$ cat config.mk
export PLATFORM = sky130hd
export DESIGN_NAME = i2c_mac_eeprom_target
export DESIGN_NICKNAME = d
export VERILOG_FILES = /design/src/rtl/i2c_mac_eeprom_target.sv
export SDC_FILE = /design/constraint.sdc
export NUM_CORES = 1
export LEC_CHECK = 0
export ABC_AREA = 1
export BUFFER_PORTS_ARGS = -buffer_cell sky130_fd_sc_hd__buf_2
export CORE_ASPECT_RATIO = 0.8
export CORE_MARGIN = 5
export CORE_UTILIZATION = 62
export CTS_BUF_LIST = sky130_fd_sc_hd__clkbuf_2
export DETAILED_ROUTE_END_ITERATION = 6
export MAX_ROUTING_LAYER = met4
export PLACE_DENSITY = 0.88
export SLEW_MARGIN = 40
export SYNTH_ARGS = -nofsm -noshare
export SYNTH_HDL_FRONTEND = slang
export SYNTH_SLANG_ARGS = --single-unit
$ cat constraint.sdc
create_clock -name clk -period 3.64 [get_ports clk]
set_input_delay 0.364 -clock clk [delete_from_list [all_inputs] [get_ports clk]]
set_output_delay 0.364 -clock clk [all_outputs]
set_load 0.01 [all_outputs]
$ cat src/rtl/i2c_mac_eeprom_target.sv
// I2C target emulating the EUI-48 window of the MAC EEPROM.
// Oversamples SCL/SDA on clk and serves the MAC bytes as sequential reads.
module i2c_mac_eeprom_target #(
  parameter logic [6:0] I2C_ADDR  = 7'h50,
  parameter logic [7:0] MAC_BASE  = 8'hFA,
  parameter logic [7:0] FILL_BYTE = 8'hFF
) (
  input  logic        clk,
  input  logic        rst,
  input  logic        scl_in,
  input  logic        sda_in,
  output logic        sda_oe,
  input  logic [47:0] mac,
  output logic        busy,
  output logic        read_done
);

  typedef enum logic [3:0] {
    IDLE,
    ADDR,
    ADDR_ACK,
    PTR,
    PTR_ACK,
    WDATA,
    WDATA_ACK,
    RDATA,
    RACK,
    IGNORE
  } state_t;

  state_t      state_q, state_d;
  logic [2:0]  scl_q, sda_q;
  logic [7:0]  ptr_q, ptr_d;
  logic [2:0]  cnt_q, cnt_d;
  logic [6:0]  sr_q, sr_d;
  logic [6:0]  tx_q, tx_d;
  logic        ph_q, ph_d;
  logic        rw_q, rw_d;
  logic        oe_q, oe_d;
  logic        busy_q, busy_d;
  logic        done_q, done_d;

  logic        scl_s, scl_h, sda_s, sda_h;
  logic        scl_rise, scl_fall;
  logic        start_ev, stop_ev;
  logic [7:0]  byte_in;
  logic [7:0]  rd_byte;

  function automatic logic [7:0] mac_byte(
    input logic [7:0]  p,
    input logic [47:0] m
  );
    logic [7:0] off;
    off = p - MAC_BASE;
    case (off)
      8'd0:    mac_byte = m[47:40];
      8'd1:    mac_byte = m[39:32];
      8'd2:    mac_byte = m[31:24];
      8'd3:    mac_byte = m[23:16];
      8'd4:    mac_byte = m[15:8];
      8'd5:    mac_byte = m[7:0];
      default: mac_byte = FILL_BYTE;
    endcase
  endfunction

  // Two sync stages plus one history stage per line; idle bus is high.
  always_ff @(posedge clk or posedge rst) begin
    if (rst) begin
      scl_q <= 3'b111;
      sda_q <= 3'b111;
    end else begin
      scl_q <= {scl_q[1:0], scl_in};
      sda_q <= {sda_q[1:0], sda_in};
    end
  end

  assign scl_s    = scl_q[1];
  assign scl_h    = scl_q[2];
  assign sda_s    = sda_q[1];
  assign sda_h    = sda_q[2];
  assign scl_rise = scl_s & ~scl_h;
  assign scl_fall = ~scl_s & scl_h;
  assign start_ev = scl_s & scl_h & sda_h & ~sda_s;
  assign stop_ev  = scl_s & scl_h & ~sda_h & sda_s;
  assign byte_in  = {sr_q, sda_s};
  assign rd_byte  = mac_byte(ptr_q, mac);

  always_ff @(posedge clk or posedge rst) begin
    if (rst) begin
      state_q <= IDLE;
      ptr_q   <= 8'h00;
      cnt_q   <= 3'd0;
      sr_q    <= 7'd0;
      tx_q    <= 7'd0;
      ph_q    <= 1'b0;
      rw_q    <= 1'b0;
      oe_q    <= 1'b0;
      busy_q  <= 1'b0;
      done_q  <= 1'b0;
    end else begin
      state_q <= state_d;
      ptr_q   <= ptr_d;
      cnt_q   <= cnt_d;
      sr_q    <= sr_d;
      tx_q    <= tx_d;
      ph_q    <= ph_d;
      rw_q    <= rw_d;
      oe_q    <= oe_d;
      busy_q  <= busy_d;
      done_q  <= done_d;
    end
  end

  always_comb begin
    state_d = state_q;
    ptr_d   = ptr_q;
    cnt_d   = cnt_q;
    sr_d    = sr_q;
    tx_d    = tx_q;
    ph_d    = ph_q;
    rw_d    = rw_q;
    oe_d    = oe_q;
    busy_d  = busy_q;
    done_d  = 1'b0;

    if (stop_ev) begin
      state_d = IDLE;
      oe_d    = 1'b0;
      busy_d  = 1'b0;
      ph_d    = 1'b0;
    end else if (start_ev) begin
      state_d = ADDR;
      cnt_d   = 3'd0;
      oe_d    = 1'b0;
      ph_d    = 1'b0;
    end else begin
      unique case (state_q)
        ADDR: begin
          if (scl_rise) begin
            sr_d  = byte_in[6:0];
            cnt_d = cnt_q + 3'd1;
            if (cnt_q == 3'd7) begin
              if (byte_in[7:1] == I2C_ADDR) begin
                state_d = ADDR_ACK;
                busy_d  = 1'b1;
                rw_d    = byte_in[0];
              end else begin
                state_d = IGNORE;
                busy_d  = 1'b0;
              end
            end
          end
        end
        PTR: begin
          if (scl_rise) begin
            sr_d  = byte_in[6:0];
            cnt_d = cnt_q + 3'd1;
            if (cnt_q == 3'd7) begin
              ptr_d   = byte_in;
              state_d = PTR_ACK;
            end
          end
        end
        WDATA: begin
          if (scl_rise) begin
            sr_d  = byte_in[6:0];
            cnt_d = cnt_q + 3'd1;
            if (cnt_q == 3'd7) begin
              ptr_d   = ptr_q + 8'd1;
              state_d = WDATA_ACK;
            end
          end
        end
        ADDR_ACK, PTR_ACK, WDATA_ACK: begin
          // ph_q=0: waiting for the fall that opens the slot.
          if (scl_fall) begin
            if (!ph_q) begin
              oe_d = 1'b1;
              ph_d = 1'b1;
            end else begin
              ph_d  = 1'b0;
              oe_d  = 1'b0;
              cnt_d = 3'd0;
              if (state_q == ADDR_ACK && rw_q) begin
                state_d = RDATA;
                tx_d    = rd_byte[6:0];
                oe_d    = ~rd_byte[7];
              end else if (state_q == ADDR_ACK) begin
                state_d = PTR;
              end else begin
                state_d = WDATA;
              end
            end
          end
        end
        RDATA: begin
          if (scl_fall) begin
            if (cnt_q == 3'd7) begin
              oe_d    = 1'b0;
              cnt_d   = 3'd0;
              ptr_d   = ptr_q + 8'd1;
              ph_d    = 1'b0;
              state_d = RACK;
            end else begin
              cnt_d = cnt_q + 3'd1;
              oe_d  = ~tx_q[6];
              tx_d  = {tx_q[5:0], 1'b0};
            end
          end
        end
        RACK: begin
          // ph_q marks an ACK seen; next byte goes out on the following fall.
          if (scl_rise) begin
            if (sda_s) begin
              done_d  = 1'b1;
              state_d = IGNORE;
            end else begin
              ph_d = 1'b1;
            end
          end else if (scl_fall && ph_q) begin
            ph_d    = 1'b0;
            cnt_d   = 3'd0;
            tx_d    = rd_byte[6:0];
            oe_d    = ~rd_byte[7];
            state_d = RDATA;
          end
        end
        default: ;
      endcase
    end
  end

  assign sda_oe    = oe_q;
  assign busy      = busy_q;
  assign read_done = done_q;

endmodule
# Word level (Yosys, flattened, before mapping)
# Cells that the tools add are included.
[op_classes]
addsub = 3
eq_ne = 47
bitwise = 15
mux = 74
n_reduce_logical = 22
[op_table]
columns = ["operator", "n"]
rows = [
  ["$mux 4", 16],
  ["$mux 7", 7],
  ["$ne 4x4->1 const B", 12],
  ["$pmux 8 s6", 1],
  ["$mux 8", 5],
  ["$mux 3", 10],
  ["$mux 1", 29],
  ["$pmux 4 s6", 1],
  ["$pmux 8 s3", 1],
  ["$pmux 7 s3", 1],
  ["$ne 2x2->1 const B", 10],
  ["$eq 4x3->1 const B", 4],
  ["$eq 8x2->1 const B", 2],
  ["$eq 8x3->1 const B", 2],
  ["$ne 3x3->1 const B", 5],
  ["$ne 5x5->1 const B", 3],
  ["$reduce_and 13->1", 1],
  ["$pmux 3 s4", 1],
  ["$reduce_and 6->1", 2],
  ["$reduce_and 10->1", 1],
  ["$reduce_bool 5->1", 2],
  ["$add 8x1->8 const B", 1],
  ["$eq 4x2->1 const B", 2],
  ["$eq 8x1->1 const B", 1],
  ["21 further kinds", 41],
]
[totals]
reg_bits = 40
input_bits = 52
output_inout_bits = 3

# Longest topological paths before layout
# Gate-level depths: netlist of the first run.
[logic_depth]
ltp_word = 10
ltp_mapped = 15
mapped_depth_nobuf = 14

# Least setup slack after synthesis of the first run
# OpenSTA, ideal clock, no wires.
[synth_timing]
path_type = "reg2reg"
startpoint = "reg ptr_q[1]"
endpoint = "reg tx_q[4]"
arrival_time_ns = 1.777
n_path_buf = 0
setup_slack_ns = 1.746
period_less_slack_ns = 1.894
path_stages_with_launch = 14
setup_ns = 0.116
cell_sequence = "dfrtp_1 inv_1 ha_1 inv_1 nand2_1 nand3_1 nor2_2 o211ai_1 nand3_2 nand2_1 clkinv_2 nand2_1 nand2_1 nand2_1"
[synth_via]
elab_chain_cells = 7
[synth_rtl]
columns = ["element", "line_no", "text"]
rows = [
  ["from (decl)", "33", "logic [7:0] ptr_q, ptr_d;"],
  ["from (signal assigned)", "102", "ptr_q <= ptr_d;"],
  ["$sub 8x8->8 (*)", "54", "off = p - MAC_BASE;"],
  ["$eq 8x3->1, or another cell as far along", "55", "case (off)"],
  ["$pmux 8 s6 (*)", "55", ""],
  ["$mux 7", "184", "if (state_q == ADDR_ACK && rw_q) begin"],
  ["$mux 7", "177", "if (!ph_q) begin"],
  ["$mux 7", "176", "if (scl_fall) begin"],
  ["$pmux 7 s3 (*)", "137", "unique case (state_q)"],
  ["to (signal assigned)", "105", "tx_q <= tx_d;"],
  ["to (decl)", "36", "logic [6:0] tx_q, tx_d;"],
]
# Every way passes the cells marked *; elsewhere a longest branch is shown, timed or not. The select of a mux whose other input is x is not followed.
# A chain may end at the register's enable or synchronous reset.

# Worst setup path in the final report of the first run
[layout_timing]
startpoint = "reg ptr_q[1]"
endpoint = "reg tx_q[3]"
# Same word-level chain as after synthesis.

==> results.yml, run 1 <==
timing:
  hold_viol_final: 10
  clock_skew_ps: 38.44
  tightest_slew_ps: 748.0
  fin_crit_sh: 0.7285
  slew_headroom: 0.5008
  setup_viol: 0
  rsz0062_at_grt: "no"
  whs_ps: -11.16
  fin_setup_tns_ps: 0
  fin_crit_ps: 2652
  final_max_slew_viol_count: 0
  max_freq_mhz: 377.1
worst_hold_path:
  worstHoldPathType: "input port to asynchronous set/reset pin"
detailed_routing:
  dr_total_vias: 3086
  drc: 0
  wl_per_cell_um: 13.90
  vias_per_cell: 5.768
  ant_nets: 0
  routed_wirelength_mm: 7.438
  firstDrtPassIters: 5
  first_iter_violations: 273
layout:
  fin_area_um2: 3298
  layout.nets: 534
  final-seq-area_um2: 1008
  fillers: 389
  num_antenna_cells: 0
  area_growth_pct: 11.18
  final_cell_mix: "100 x nand2_1, 54 x nand3_1, 54 x buf_2, 44 x inv_1, 40 x nor2_1"
  final_common_cell: "nand2_1"
  multi_input_area_um2: 1698
  fin_util: 0.7175
  drive_above_1_share: 0.2211
synthesis:
  avgSynthCellArea_um2: 7.047
  ys_types: 41
  netlist_instances: 421
  synth_area_um2: 2967
  synth_nets: 481
  yosysWarnings: 0
  ys_seq_area_frac: 0.3399
  ys_ff_latch: 40
setup_path:
  crit_path_top_delay_cell: "nor2_2"
  crit_type: "flip-flop to flip-flop"
  max_stage_delay_ps: 580
  crit_path_frequent_cell: "nand2_1"
  path_cells: "inv_1 > ha_1 > o21ai_1 > nand2_1 > nor2_2 > and2_4 > nand3_1 > nand3_1 > nor2_1 > nand2_1 > nand2_1 > nand2_1"
  cp.arrival_ps: 3020
  path_max_fanout: 30
  crit_required_ps: 4010
  critPathLaunchType: "flip-flop"
  end_kind: "flip-flop"
floorplan:
  dieArea_um2: 6277
  start_util: 0.6453
  die_y_um: 71.87
  core_area_um2: 4597
  io-pin-count: 55
  die_w_um: 87.34
  rows: 22
clock_network:
  cts_tree: "yes"
  clkTransAtPathRegs_ps: 240
  clk_latency_ps: 430
  cts_setup_buffers: 0
  htreeDepth: 2
  ctsLongestPathBuffers: 2
  root_buffer: "clkbuf_2"
  cts_sinks: 40
  cts_resized: 0
  numCtsBuffers: 5
power_and_ir_drop:
  pwr-share-clk: 0.088
  seq_power_share: 0.312
  p_comb_frac: 0.600
  leakagePower_nw: 1.676
  p_per_area_nw_per_um2: 736.2
  p_sw_mw: 1.302
  ir_drop_uv: 508.9
  power.share.switching: 0.5361
  p_int_mw: 1.126
  total_power_mw: 2.428
place:
  dp_hpwl_mm: 5.621
  placed_area_um2: 3244
  gp_congestion: 0.9496
  port_buffers: 54
outcome:
  outcome: "complete, but fails checks"
  violations: "negative hold slack"
grt:
  grt_first_pass_wirelength_mm: 11.98
  first_global_vias: 2751
  grt.total_usage: 0.2421
  antenna_found_initial: 0
  grt_max_degree: 41
  overflow: 0
job:
  cap_violations: 0
-- Yosys cell counts (all sizes together) --
cell    count  area, um^2
o211ai      8       60.06
and2        1       8.760
nand4      22       158.9
a21boi      1       7.510
nand3b      1       7.510
nor2       55       267.8
dfrtp      34       850.8
nand3      58       317.8
buf         9       71.31
nand2     103       394.1
xor2        1       8.760
clkbuf      1       3.750
clkinv      1       5.000
a211oi      1       7.510
a22oi       1       7.510
nor4        1       6.260
dfstp       6       157.7
nor3        4       25.02
o21ai      42       232.7
ha          8       100.1
a21oi      12       63.81
inv        48       180.2
o22a        1       8.760
o31ai       2       15.01
-- layout make-up --
| cell class | instances | share of cell area |
|---|---|---|
| clock inverter | 1 | 0.002656 |
| tap | 60 | 0.02276 |
| clock buffer | 7 | 0.01062 |
| multi-input combinational | 322 | 0.5148 |
| timing repair buffer | 56 | 0.08725 |
| sequential | 40 | 0.3058 |
| inverter | 49 | 0.05615 |
-- worst max-delay path: cells and delay by family, from the launching register on --
kind / cells / cell delay [ps]
buffers and inverters: 1 / 130
AND/OR/NAND/NOR: 9 / 1580
AO/OA/AOI/OAI: 1 / 150
adder cells (fa/ha/maj): 1 / 280
flip-flops: 1 / 490
-- metrics by stage --
stage	std cells	worst slack, ps
after floorplan	421	1746
after global placement	526	1281
after detailed placement	526	1091
after CTS	534	1056
after global routing	535	730.2
final	535	988.3
-- final timing paths --
path,start,to,slack (ps),cells after the start
max in group asynchronous,rst,scl_q[1],3240,3
min in group clk,scl_in,scl_q[0],40,1
min reg2reg,sda_q[0],sda_q[1],370,0
max,ptr_q[1],tx_q[3],990,12
max reg2reg,ptr_q[1],tx_q[3],990,12
min,rst,sr_q[2],-10,3
-- layer usage --
metal,vias to the layer above,global-route usage,routed length [um]
met5,-,-,0
met4,0,0.07836,133
met3,19,0.04368,738
met2,148,0.3829,3374
met1,1404,0.3143,3192
li1,1515,-,-
-- cell families (layout without fill, tap and decap cells) --
| logic type | count (synthesis) | in the layout | synth area share |
|---|---|---|---|
| adders and majority gates | 8 | 8 | 0.03374 |
| AOI/OAI and AO/OA | 68 | 68 | 0.1358 |
| DFF | 40 | 40 | 0.3399 |
| and+or+nand+nor | 245 | 245 | 0.3998 |
| buffers and inverters | 59 | 113 | 0.08772 |
| xor gates and xnor gates | 1 | 1 | 0.002953 |
-- power groups by stage --
stage	Sequential, mW	Combinational (mW)	Clock, mW
floorplan	0.728	1.28	0
global placement	0.755	1.38	0
detailed placement	0.762	1.43	0
CTS	0.752	1.44	0.212
global route	0.778	1.65	0.231
finish	0.758	1.46	0.213
-- timing repair --
| item | in CTS | in global routing |
|---|---|---|
| endpoints found under the hold margin | 0 | 1 |
| setup endpoints to repair | 0 | 0 |
| hold buffers | 0 | 1 |
-- state kept, by name, summed over array words and instances, names as in the netlist --
register   flops
read_done      1
ph_q           1
cnt_q          3
sda_q          3
ptr_q          8
sr_q           7
tx_q           7
state_q        4
scl_q          3
rw_q           1
sda_oe         1
busy           1
Power figures use the tool's default switching activity.
==> inputs of run 2 (changes only) <==
Settings changed: CORE_UTILIZATION 62 to 58, PLACE_DENSITY 0.88 to 0.83.
Clock period 3.64 ns to 2.6 ns, I/O delays scaled along.
==> run 2 against run 1 <==
The flow now finishes without violations. Combinational power rose by 44%. Register-to-register slack got worse by 720 ps. Sequential power rose by 40%. Cell count is 1.5% higher. Via count is 0.58% lower. Sequential share of layout area is 0.72 points lower. Die area rose by 6.0%. Routed wire length rose by 2.2%. Critical endpoint is now tx_q[1]. Largest power group unchanged.
==> results.yml, run 2 (synthesized netlist as in run 1, its figures left out) <==
power_and_ir_drop:
  seq_power_share: 0.298
  ir_drop_uv: 771.2
  p_comb_frac: 0.590
  pwr-share-clk: 0.112
  leakagePower_nw: 1.711
  p_sw_mw: 1.847
  power.share.switching: 0.5199
  p_per_area_nw_per_um2: 1052
  p_int_mw: 1.706
layout:
  final_common_cell: "nand2_1"
  fillers: 425
  area_growth_pct: 13.88
  fin_area_um2: 3378
  final_cell_mix: "100 x nand2_1, 54 x nand3_1, 54 x buf_2, 44 x inv_1, 40 x nor2_1"
  num_antenna_cells: 0
  instances_no_fill: 543
  top_register: "ptr_q"
  layout.nets: 540
  multi_input_area_um2: 1698
  final-seq-area_um2: 1008
  reg_top3: "ptr_q: 8 flops, sr_q: 7 flops, tx_q: 7 flops"
  largest_reg_flops: 8
  drive_above_1_share: 0.2266
floorplan:
  io-pin-count: 55
  dieArea_um2: 6654
  rows: 23
  die_y_um: 73.97
  die_w_um: 89.96
  start_util: 0.5959
  core_area_um2: 4979
timing:
  max_freq_mhz: 428.0
  rsz0062_at_grt: "no"
  fin_setup_tns_ps: 0
  slew_headroom: 0.6224
  fin_crit_sh: 0.8987
  clock_skew_ps: 26.22
  final_max_slew_viol_count: 0
  fin_crit_ps: 2337
  setup_viol: 0
  tightest_slew_ps: 564.4
  hold_viol_final: 0
setup_path:
  end_kind: "flip-flop"
  path_max_fanout: 30
  cp.arrival_ps: 2720
  crit_path_top_delay_cell: "dfrtp_1"
  critPathLaunchType: "flip-flop"
  crit_required_ps: 2980
  crit_path_frequent_cell: "nand2_1"
  crit_type: "flip-flop to flip-flop"
  max_stage_delay_ps: 490
  path_cells: "inv_1 > ha_1 > o21ai_1 > nand2_1 > nor2_2 > and2_4 > nand3_1 > nand3_1 > nor2_1 > nand2_1 > nand2_1 > nand2_1"
clock_network:
  clkTransAtPathRegs_ps: 220
  cts_sinks: 40
  clk_latency_ps: 430
  cts_tree: "yes"
  root_buffer: "clkbuf_2"
  ctsLongestPathBuffers: 2
  numCtsBuffers: 5
  cts_setup_buffers: 0
  htreeDepth: 2
worst_hold_path:
  worstHoldPathType: "input port to flip-flop"
place:
  placed_area_um2: 3277
  dp.cells: 532
  dp_hpwl_mm: 5.658
  gp_congestion: 1.020
  port_buffers: 54
grt:
  grt_max_degree: 41
  grt_first_pass_wirelength_mm: 12.93
  grt.total_usage: 0.2448
  antenna_found_initial: 0
  first_global_vias: 2803
  overflow: 0
job:
  cap_violations: 0
detailed_routing:
  wl_per_cell_um: 14.00
  ant_nets: 0
  dr_total_vias: 3068
  first_iter_violations: 204
  routed_wirelength_mm: 7.600
  drc: 0
  vias_per_cell: 5.650
  firstDrtPassIters: 5
outcome:
  outcome: "complete, no violations"
-- run 2: changes by cell type in the layout (fill, tap and decap cells not counted) --
cell / change
clkbuf_2: -2
bufinv_16: +1
buf_4: +4
dlygate4sd3_1: +2
inv_6: +1
clkinv_4: -1
clkinvlp_4: +1
-- run 2: power groups by stage --
stage / logic (mW) / clock network, mW / registers (mW)
6_report: 2.10 / 0.397 / 1.06
3_5_place_dp: 2.06 / 0 / 1.06
5_1_grt: 2.36 / 0.438 / 1.09
2_1_floorplan: 1.79 / 0 / 1.02
3_3_place_gp: 2.00 / 0 / 1.06
4_1_cts: 2.07 / 0.404 / 1.05
-- run 2: worst paths after layout --
path	from	to	slack, ps	depth (start not counted)
setup / recovery	ptr_q[1]	tx_q[1]	260	12
hold / removal	mac[35]	tx_q[3]	230	7
setup reg to reg	ptr_q[1]	tx_q[1]	260	12
hold reg to reg	scl_q[0]	scl_q[1]	370	0
max in group asynchronous	rst	scl_q[1]	1750	4
min in group asynchronous	rst	ptr_q[3]	450	4
-- run 2: area by class of cell --
| cell class | instances | share of cell area |
|---|---|---|
| Timing Repair Buffer | 62 | 0.1000 |
| Clock buffer | 5 | 0.007407 |
| Inverter | 49 | 0.05481 |
| Sequential cell | 40 | 0.2985 |
| Clock inverter | 3 | 0.01370 |
| Tap cell | 62 | 0.02296 |
| Multi-Input combinational cell | 322 | 0.5026 |
-- run 2: critical path, delay by kind of cell (launching register included) --
family,cells,cell delay (ps)
AOI/OAI and AO/OA,1,160
adders and majority gates,1,260
DFF,1,490
and+or+nand+nor,9,1250
buffers and inverters,1,120
-- run 2: per-stage QoR --
stage	setup WS, ps	utilization	power [mW]	hold WS (ps)
2_1_floorplan	706.1	-	2.806	264.5
3_3_place_gp	443.1	0.6582	3.059	346.3
3_5_place_dp	360.6	0.6582	3.122	348.8
4_1_cts	288.6	0.6786	3.532	224.4
5_1_grt	36.00	0.6786	3.889	205.2
6_report	263.5	0.6786	3.553	228.7
-- run 2: timing repair --
action	4_1_cts	5_1_grt
hold buffers	3	0
hold endpoints to repair	36	0
resized for setup	0	0
setup endpoints to repair	0	0
-- run 2: metal layers --
layer	routed length [um]	vias up	track usage	share of wire
met5	0	-	-	0
met4	112	0	0.06777	0.015
met3	697	12	0.06673	0.092
met2	3356	144	0.3864	0.44
met1	3434	1377	0.3147	0.45
li1	-	1535	-	-
==> inputs of run 3 (changes only) <==
==> constraint.sdc (replaced) <==
create_clock -name clk -period 2.6 [get_ports clk]
set_input_delay 0.65 -clock clk [delete_from_list [all_inputs] [get_ports clk]]
set_output_delay 0.65 -clock clk [all_outputs]
set_load 0.01 [all_outputs]
==> run 3 against run 2 <==
Sequential power about the same. Clock power is essentially flat. Final area fell by 0.89%. Sequential cell count stayed put. Critical path type unchanged. Highest routed layer unchanged.
==> results.yml, run 3 (synthesized netlist as in run 1, its figures left out) <==
outcome:
  outcome: "complete, no violations"
setup_path:
  end_kind: "flip-flop"
  path_max_fanout: 30
  crit_required_ps: 2980
  crit_type: "flip-flop to flip-flop"
  critPathLaunchType: "flip-flop"
  cp.arrival_ps: 2720
detailed_routing:
  firstDrtPassIters: 4
  first_iter_violations: 256
  vias_per_cell: 5.683
  drc: 0
  dr_total_vias: 3069
  ant_nets: 0
  routed_wirelength_mm: 7.605
  wl_per_cell_um: 14.08
job:
  cap_violations: 0
worst_hold_path:
  worstHoldPathType: "input port to flip-flop"
power_and_ir_drop:
  leakagePower_nw: 1.699
  p_per_area_nw_per_um2: 1060
  ir_drop_uv: 769.7
grt:
  antenna_found_initial: 0
  grt.total_usage: 0.2430
  overflow: 0
  grt_first_pass_wirelength_mm: 12.82
  grt_max_degree: 41
  first_global_vias: 2775
layout:
  final_cell_mix: "100 x nand2_1, 54 x nand3_1, 54 x buf_2, 44 x inv_1, 40 x nor2_1"
  drive_above_1_share: 0.2280
  area_growth_pct: 12.86
  largest_reg_flops: 8
  reg_top3: "ptr_q: 8 flops, sr_q: 7 flops, tx_q: 7 flops"
  fillers: 429
  final_common_cell: "nand2_1"
  num_antenna_cells: 0
  top_register: "ptr_q"
  layout.nets: 537
  final-seq-area_um2: 1008
  multi_input_area_um2: 1698
floorplan:
  rows: 23
  start_util: 0.5959
  die_w_um: 89.96
  core_area_um2: 4979
  dieArea_um2: 6654
  die_y_um: 73.97
  io-pin-count: 55
place:
  dp_hpwl_mm: 5.658
  gp_congestion: 1.020
  port_buffers: 54
clock_network:
  cts_tree: "yes"
  cts_hold_buf: 0
  ctsLongestPathBuffers: 2
  cts_sinks: 40
  cts_resized: 0
  root_buffer: "clkbuf_2"
  clk_latency_ps: 430
  cts_setup_buffers: 0
  clkTransAtPathRegs_ps: 240
  htreeDepth: 2
  numCtsBuffers: 5
timing:
  max_freq_mhz: 428.8
  whs_ps: 270.3
  fin_crit_sh: 0.8970
  slew_headroom: 0.6248
  fin_crit_ps: 2332
  rsz0062_at_grt: "no"
  hold_viol_final: 0
  fin_setup_tns_ps: 0
  setup_viol: 0
  final_max_slew_viol_count: 0
  clock_skew_ps: 25.37
  tightest_slew_ps: 560.8
## run 3: cell types whose count changed in the layout (fill, tap and decap cells not counted)
cell,change
dlygate4sd3_1,-3
## run 3: path summary, 6_finish.rpt
| path | start | endpoint | slack (ps) | cells after the start |
|---|---|---|---|---|
| min in group asynchronous | rst | ptr_q[3] | 290 | 3 |
| max | ptr_q[1] | tx_q[1] | 270 | 12 |
| max reg2reg | ptr_q[1] | tx_q[1] | 270 | 12 |
| min reg2reg | scl_q[0] | scl_q[1] | 370 | 0 |
| min | sda_in | sda_q[0] | 270 | 1 |
| max in group asynchronous | rst | scl_q[1] | 1910 | 3 |
## run 3: cell type report
class / count / share of cell area
multi-input combinational: 322 / 0.5071
sequential: 40 / 0.3012
timing repair buffer: 59 / 0.09193
inverter: 49 / 0.05531
tap: 62 / 0.02317
clock inverter: 3 / 0.01383
clock buffer: 5 / 0.007474
## run 3: power by group
part / internal (mW) / switching [mW]
Combinational: 0.684 / 1.41
Sequential: 0.853 / 0.207
Clock: 0.166 / 0.230
Total: 1.70 / 1.85
## run 3: routing by layer
layer | global-route usage | share of wire
met1 | 0.3134 | 0.45
met2 | 0.3815 | 0.44
met3 | 0.06673 | 0.097
met4 | 0.06777 | 0.013
met5 | - | 0
## run 3: per-stage QoR
stage | power [mW] | worst slack [ps] | utilization | cell area (um^2) | cells
after CTS | 3.528 | 288.6 | 0.6725 | 3348 | 540
after detailed placement | 3.122 | 360.6 | 0.6582 | 3277 | 532
after floorplan | 2.806 | 706.1 | - | 2967 | 421
final | 3.549 | 267.8 | 0.6725 | 3348 | 540
after global routing | 3.885 | 36.00 | 0.6725 | 3348 | 540
after global placement | 3.059 | 443.1 | 0.6582 | 3277 | 532
## run 3: worst max-delay path: stages, from the launching register on
cell and delay (ps):
dfrtp_1 490, inv_1 120, ha_1 260, o21ai_1 160, nand2_1 80, nor2_2 330, and2_4 390, nand3_1 110
nand3_1 120, nor2_1 60, nand2_1 60, nand2_1 50, nand2_1 50
